### config.mk
export PLATFORM = sky130hd
export DESIGN_NAME = md5_chunk_feeder
export DESIGN_NICKNAME = d
export VERILOG_FILES = /design/src/rtl/md5_chunk_feeder.sv
export SDC_FILE = /design/constraint.sdc
export NUM_CORES = 1
export LEC_CHECK = 0
export BUFFER_PORTS_ARGS = -buffer_cell sky130_fd_sc_hd__buf_2
export CORE_MARGIN = 2
export CORE_UTILIZATION = 35
export DETAILED_ROUTE_END_ITERATION = 8
export GPL_TIMING_DRIVEN = 1
export PLACE_DENSITY_LB_ADDON = 0.08
export RECOVER_POWER = 50
export SLEW_MARGIN = 20
export SYNTH_ARGS = -nofsm -noshare
export SYNTH_HDL_FRONTEND = slang
export SYNTH_SLANG_ARGS = --single-unit
### constraint.sdc
create_clock -name clk -period 5.7 [get_ports clk]
set_input_delay 0 -clock clk [delete_from_list [all_inputs] [get_ports clk]]
set_output_delay 0 -clock clk [all_outputs]
set_load 0.02 [all_outputs]
### src/rtl/md5_chunk_feeder.sv
// md5_chunk_feeder
//   Message-side front end for md5_chunk_cruncher. Packs a byte stream
//   little-endian into a 16x32-bit chunk buffer and applies MD5 padding
//   (0x80, zero fill, 64-bit little-endian bit length). It serves the
//   cruncher's word reads and sequences one start/done handshake per chunk.
//
// Ports
//   clk, reset           clock, synchronous active-high reset
//   in_valid/in_ready    byte-stream handshake
//   in_data              message byte
//   in_keep              1: beat carries in_data, 0: empty beat (used with in_last)
//   in_last              final beat of the message
//   msg_init             pulse on acceptance of the first beat of a message
//   msg_done             digest on the cruncher output is final
//   start                one-cycle chunk start to the cruncher
//   done                 cruncher done
//   gaddr                word index requested by the cruncher
//   mdata                buffer word at gaddr (combinational)
`timescale 1ns/1ps
module md5_chunk_feeder (
    input  logic        clk,
    input  logic        reset,
    input  logic        in_valid,
    output logic        in_ready,
    input  logic [7:0]  in_data,
    input  logic        in_keep,
    input  logic        in_last,
    output logic        msg_init,
    output logic        msg_done,
    output logic        start,
    input  logic        done,
    input  logic [3:0]  gaddr,
    output logic [31:0] mdata
);

    typedef enum logic [2:0] {S_FILL, S_PAD, S_LEN, S_START, S_WAIT} state_t;
    typedef enum logic [1:0] {NA_FILL, NA_PAD, NA_LEN, NA_FINAL} after_t;

    state_t      state, state_nxt;
    after_t      next_after, next_after_nxt;
    logic [31:0] mbuf [16];
    logic [6:0]  pos;
    logic [60:0] cnt;
    logic        first;
    logic        accept;
    logic [63:0] bit_len;

    always_comb begin
        state_nxt      = state;
        next_after_nxt = next_after;
        in_ready       = 1'b0;
        start          = 1'b0;
        case (state)
            S_FILL: begin
                in_ready = 1'b1;
                if (in_valid) begin
                    if (in_keep && pos[5:0] == 6'd63) begin
                        // This byte completes the chunk; a trailing last
                        // still needs a padding chunk afterwards.
                        state_nxt      = S_START;
                        next_after_nxt = in_last ? NA_PAD : NA_FILL;
                    end else if (in_last) begin
                        state_nxt = S_PAD;
                    end
                end
            end
            S_PAD: begin
                if (pos <= 7'd55) begin
                    state_nxt = S_LEN;
                end else begin
                    // No room left for the length words in this chunk.
                    state_nxt      = S_START;
                    next_after_nxt = NA_LEN;
                end
            end
            S_LEN: begin
                state_nxt      = S_START;
                next_after_nxt = NA_FINAL;
            end
            S_START: begin
                start     = 1'b1;
                state_nxt = S_WAIT;
            end
            S_WAIT: begin
                if (done) begin
                    case (next_after)
                        NA_PAD:  state_nxt = S_PAD;
                        NA_LEN:  state_nxt = S_LEN;
                        default: state_nxt = S_FILL;
                    endcase
                end
            end
            default: state_nxt = S_FILL;
        endcase
    end

    always_comb begin
        accept   = in_valid & in_ready;
        msg_init = accept & first;
        mdata    = mbuf[gaddr];
        bit_len  = {cnt, 3'b000};
    end

    always_ff @(posedge clk) begin
        if (reset) begin
            state      <= S_FILL;
            next_after <= NA_FILL;
            pos        <= '0;
            cnt        <= '0;
            first      <= 1'b1;
            msg_done   <= 1'b0;
            mbuf       <= '{default: '0};
        end else begin
            state      <= state_nxt;
            next_after <= next_after_nxt;
            if (accept) begin
                first    <= 1'b0;
                msg_done <= 1'b0;
            end
            case (state)
                S_FILL: begin
                    if (accept && in_keep) begin
                        mbuf[pos[5:2]][{pos[1:0], 3'b000} +: 8] <= in_data;
                        pos <= pos + 7'd1;
                        cnt <= cnt + 61'd1;
                    end
                end
                S_PAD: begin
                    mbuf[pos[5:2]][{pos[1:0], 3'b000} +: 8] <= 8'h80;
                    pos <= pos + 7'd1;
                end
                S_LEN: begin
                    mbuf[14] <= bit_len[31:0];
                    mbuf[15] <= bit_len[63:32];
                end
                S_WAIT: begin
                    if (done) begin
                        mbuf <= '{default: '0};
                        pos  <= '0;
                        if (next_after == NA_FINAL) begin
                            msg_done <= 1'b1;
                            cnt      <= '0;
                            first    <= 1'b1;
                        end
                    end
                end
                default: ;
            endcase
        end
    end

endmodule

==> Word-level counts from Yosys, hierarchy flattened <==
Cells that the tools add are included.
{ "word_totals": {"reg_bits": 587, "inputBits": 18, "wordCells": 104} }
{ "classes": {"n_addsub": 3, "order_cmp": 4, "n_eq_ne": 15, "n_shift": 3, "n_mux": 40, "bitwise_logic": 4, "reduce_logical": 13} }
{ "ops": {"columns": ["op", "n"], "rows": [
  ["$pmux 448 s3", 1],
  ["$bwmux 512", 2],
  ["$mux 512", 2],
  ["$pmux 64 s4", 1],
  ["$mux 61", 3],
  ["$bmux 32 s4", 1],
  ["$demux 32 s4", 1],
  ["$pmux 61 s2", 1],
  ["$mux 32", 3],
  ["$add 61x1->61 const B", 1],
  ["$shift 8x7->32 const A", 1],
  ["$shiftx 8x7->32", 1],
  ["$shiftx 8x7->32 const A", 1],
  ["$pmux 7 s3", 1],
  ["$pmux 3 s5", 1],
  ["$mux 7", 2],
  ["$mux 1", 12],
  ["$mux 3", 4],
  ["$ne 2x2->1 const B", 6],
  ["$ge 5x5->1 const B", 2],
  ["$not 4->5", 2],
  ["$reduce_and 3->1", 3],
  ["$reduce_and 4->1", 2],
  ["$add 7x1->7 const B", 1],
  ["19 further kinds", 27]
]} }

==> Longest topological paths before layout <==
{ "logic_depth": {"ltp_word": 8, "mapped_depth": 10, "mapped_depth_nobuf": 7} }

==> Least setup slack after synthesis <==
No wires, ideal clock.
{ "synth_path": {"path_type": "register to register", "from": "reg pos[0]", "to": "reg with a tool-made name", "setup_time_ps": 70, "arrival_ps": 2705, "required_time_ps": 5630, "slack_ps": 2924, "stages_incl_launch_ff": 11, "n_path_buf": 4, "path_cell_list": "dfxtp_1 -> clkbuf_1 -> inv_1 -> ha_1 -> clkbuf_1 -> nand2b_1 -> clkbuf_1 -> a2111oi_1 -> clkbuf_1 -> nand2_1 -> a21oi_1"} }
{ "synth_lines": {"columns": ["element", "line", "source"], "rows": [
  ["from (decl)", "42", "logic [6:0] pos;"],
  ["from (signal assigned)", "124", "pos <= pos + 7'd1;"],
  ["from (signal assigned)", "130", "pos <= pos + 7'd1;"]
]} }

==> flow_metrics.py <==
metrics = {
    "yosys": {
        "yosys_warnings": 0,
        "synthTopCellsByArea": "dfxtp_1, mux4_2, a22oi_1, nor2_1, a21oi_1",
        "synthDistinctLibCells": 68,
        "synth_fp_nets": 2994,
        "synthTopCellsByCount": "dfxtp_1, nor2_1, a22oi_1",
        "synth_edf_count": 0,
        "ys_ff_latch": 587,
        "async_flop_share_pct": 0,
        "yosysMostFrequentCell": "dfxtp_1",
        "syn_inst": 2970,
        "synth-seq-area-share_pct": 43.1,
        "synthesis.area_um2": 27300,
        "synth_top_area_share_pct": 43.1,
        "ys.flop_type": "dfxtp_1",
        "synth_top_cell_by_area": "dfxtp_1",
        "syn_area_per_cell_um2": 9.19,
    },
    "detailed_routing": {
        "drtAntennaViolNets": 0,
        "initialDrtViolationCount": 2365,
        "via_per_inst": 6.00,
        "avgRoutedWirePerCell_um": 25.5,
        "routed_wl_um": 103000,
        "drc_errors": 0,
        "first_pass_iters": 6,
        "vias": 24200,
    },
    "placement": {
        "dp_hpwl_um": 67000,
        "portBuffers": 53,
        "place_congestion": 0.841,
        "dpl_cell_area_um2": 28700,
    },
    "global_route": {
        "grt_max_degree": 223,
        "grt.total_usage_pct": 25.0,
        "grt_pass1_vias": 23700,
        "antenna_found_initial": 2,
        "grt_pass1_wl_um": 154000,
        "overflow": 0,
    },
    "outcome": {
        "status": "finished with violations",
        "violations": "max-capacitance violations, max-slew violations",
    },
    "timing": {
        "drv_slew": 153,
        "max_freq_mhz": 211,
        "tns_ns": 0,
        "rsz0062_at_grt": "no",
        "finalCritPeriodShare_pct": 83.0,
        "setup_viol": 0,
        "holdWs_ns": 0.0353,
        "worstMarginPinSlew_ns": 2.32,
        "slew-limit-headroom_pct": -54.5,
        "hold_viol": 0,
        "worst_clock_skew_ns": 0.0320,
        "period_minus_slack_ns": 4.73,
    },
    "clock_tree": {
        "cts_buffer_depth": 3,
        "cts_tree": "done",
        "cts_buffers": 70,
        "clkLatencyLatePin_ns": 0.62,
        "cts.sinks": 587,
        "htreeDepth": 3,
        "cts_root_buffer": "clkbuf_16",
        "postCtsSetupBuffers": 0,
        "clkTransAtPathRegs_ns": 0.06,
    },
    "critical_path": {
        "crit_type": "reg2reg",
        "startpoint": "state[2]",
        "cp_max_fo": 42,
        "worstRegToRegCells": 6,
        "regToRegStartpoint": "state[2]",
        "startpoint_type": "flip-flop",
        "critPathCaptureType": "flip-flop",
        "cp.required_ns": 6.16,
        "r2r_slack_ns": 0.97,
        "arrival_ns": 5.19,
    },
    "finish": {
        "final_cell_area_um2": 31100,
        "final_nets": 2966,
        "n_fill_cell": 7777,
        "drive_gt1_share_pct": 13.3,
        "area_growth_pct": 13.8,
    },
    "floorplan": {
        "fp-row-count": 102,
        "die_width_um": 283,
        "fp.coreArea_um2": 77300,
        "pin_count": 54,
        "die_y_um": 283,
        "dieArea_um2": 80200,
        "initial_core_util_pct": 35.3,
    },
    "power": {
        "p_per_area_nw_per_um2": 303,
        "ir_drop_v": 0.000205,
        "p_leak_nw": 9.93,
    },
    "job": {
        "drv_cap": 4,
    },
    "worst_hold_path": {
        "holdPathStages": 5,
        "worst_hold_path_type": "in2reg",
        "hp-start": "in_data[4]",
    },
}
what timing repair did:
| item | 4_1_cts | 5_1_grt |
|---|---|---|
| endpoints found under the hold margin | 104 | 0 |
| gates resized for setup | 0 | 0 |
| setup endpoints to repair | 0 | 0 |
| hold buffers | 7 | 0 |
power by group:
part / switching, mW / internal, mW / leakage [nW]
Sequential: 0.0153 / 4.12 / 4.73
Clock: 1.84 / 2.70 / 1.16
Combinational: 0.569 / 0.168 / 4.04
layout by cell type, fill, tap and decap left out, types with 7 or more instances in the layout:
cell,n
a21oi_1,196
buf_2,19
mux4_2,160
o21ai_1,38
o2111ai_1,8
nor4_1,12
nor3_1,53
inv_1,21
o31ai_1,19
dlygate4sd3_1,7
nand2_1,206
a211o_1,8
clkbuf_8,19
and3_1,14
o2bb2ai_1,13
a22oi_1,355
nand2b_1,14
xnor2_1,21
nand4_1,13
clkinv_2,13
and4_1,14
a211oi_1,22
a22o_1,38
o21ai_0,105
o211ai_1,10
nor2_1,514
nand3b_1,10
or4_1,22
or3_1,16
clkbuf_1,59
buf_4,60
dfxtp_1,587
nand3_1,127
and2_1,7
xor2_1,11
clkbuf_16,74
critical path: stages, from the launching register on:
cell and delay, ns:
dfxtp_1 0.73, a211oi_1 0.29, a211oi_4 0.33, clkbuf_1 1.68
o21ai_1 1.06, a22oi_1 0.39, nor2_1 0.06
area by class of cell:
type	instances	area, µm²	share of cell area [%]
repair buffers	135	896	2.88
flip-flops and latches	587	11800	37.8
multi-input cells	2126	14700	47.3
well taps	1040	1300	4.19
diodes	2	5.00	0.0161
clock inverters	18	159	0.512
clock buffers	110	2170	6.98
inverters	22	82.6	0.266
cells by family (layout without fill, tap and decap cells):
logic type,count (synthesis),in the layout,synth area share (%)
buf+inv,257,285,3.65
flops,587,587,43.1
other cells,0,2,0
mux,162,162,13.3
fa+ha+maj,6,6,0.275
xor+xnor,32,32,1.03
simple gates,1064,1064,17.5
compound gates,862,862,21.2
layer usage:
layer	vias up	global-route usage (%)	wire (µm)
met5	-	0	31
met4	4	8.43	3570
met3	206	4.10	5880
met2	876	41.8	49000
met1	12100	32.9	44300
li1	11000	-	-
metrics by stage:
step | instances | power [mW] | setup WS, ns | util [%]
final | 4040 | 9.41 | 0.968 | 40.2
after global routing | 4038 | 9.72 | 0.823 | 40.2
after global placement | 3902 | 4.94 | 2.07 | 37.1
after CTS | 4038 | 9.51 | 1.98 | 40.3
after floorplan | 2970 | 4.67 | 2.92 | -
after detailed placement | 3903 | 4.95 | 1.98 | 37.2
worst max-delay path by stage:
stage | to | slack [ns] | depth (start not counted)
6_report | flip-flop | 0.97 | 6
5_1_grt | flip-flop | 0.82 | 6
4_1_cts | flip-flop | 1.98 | 7
3_5_place_dp | flip-flop | 1.98 | 7
3_3_place_gp | flip-flop | 2.07 | 7
2_1_floorplan | flip-flop | 2.92 | 10
No activity file was read; power rests on OpenSTA's default activity.
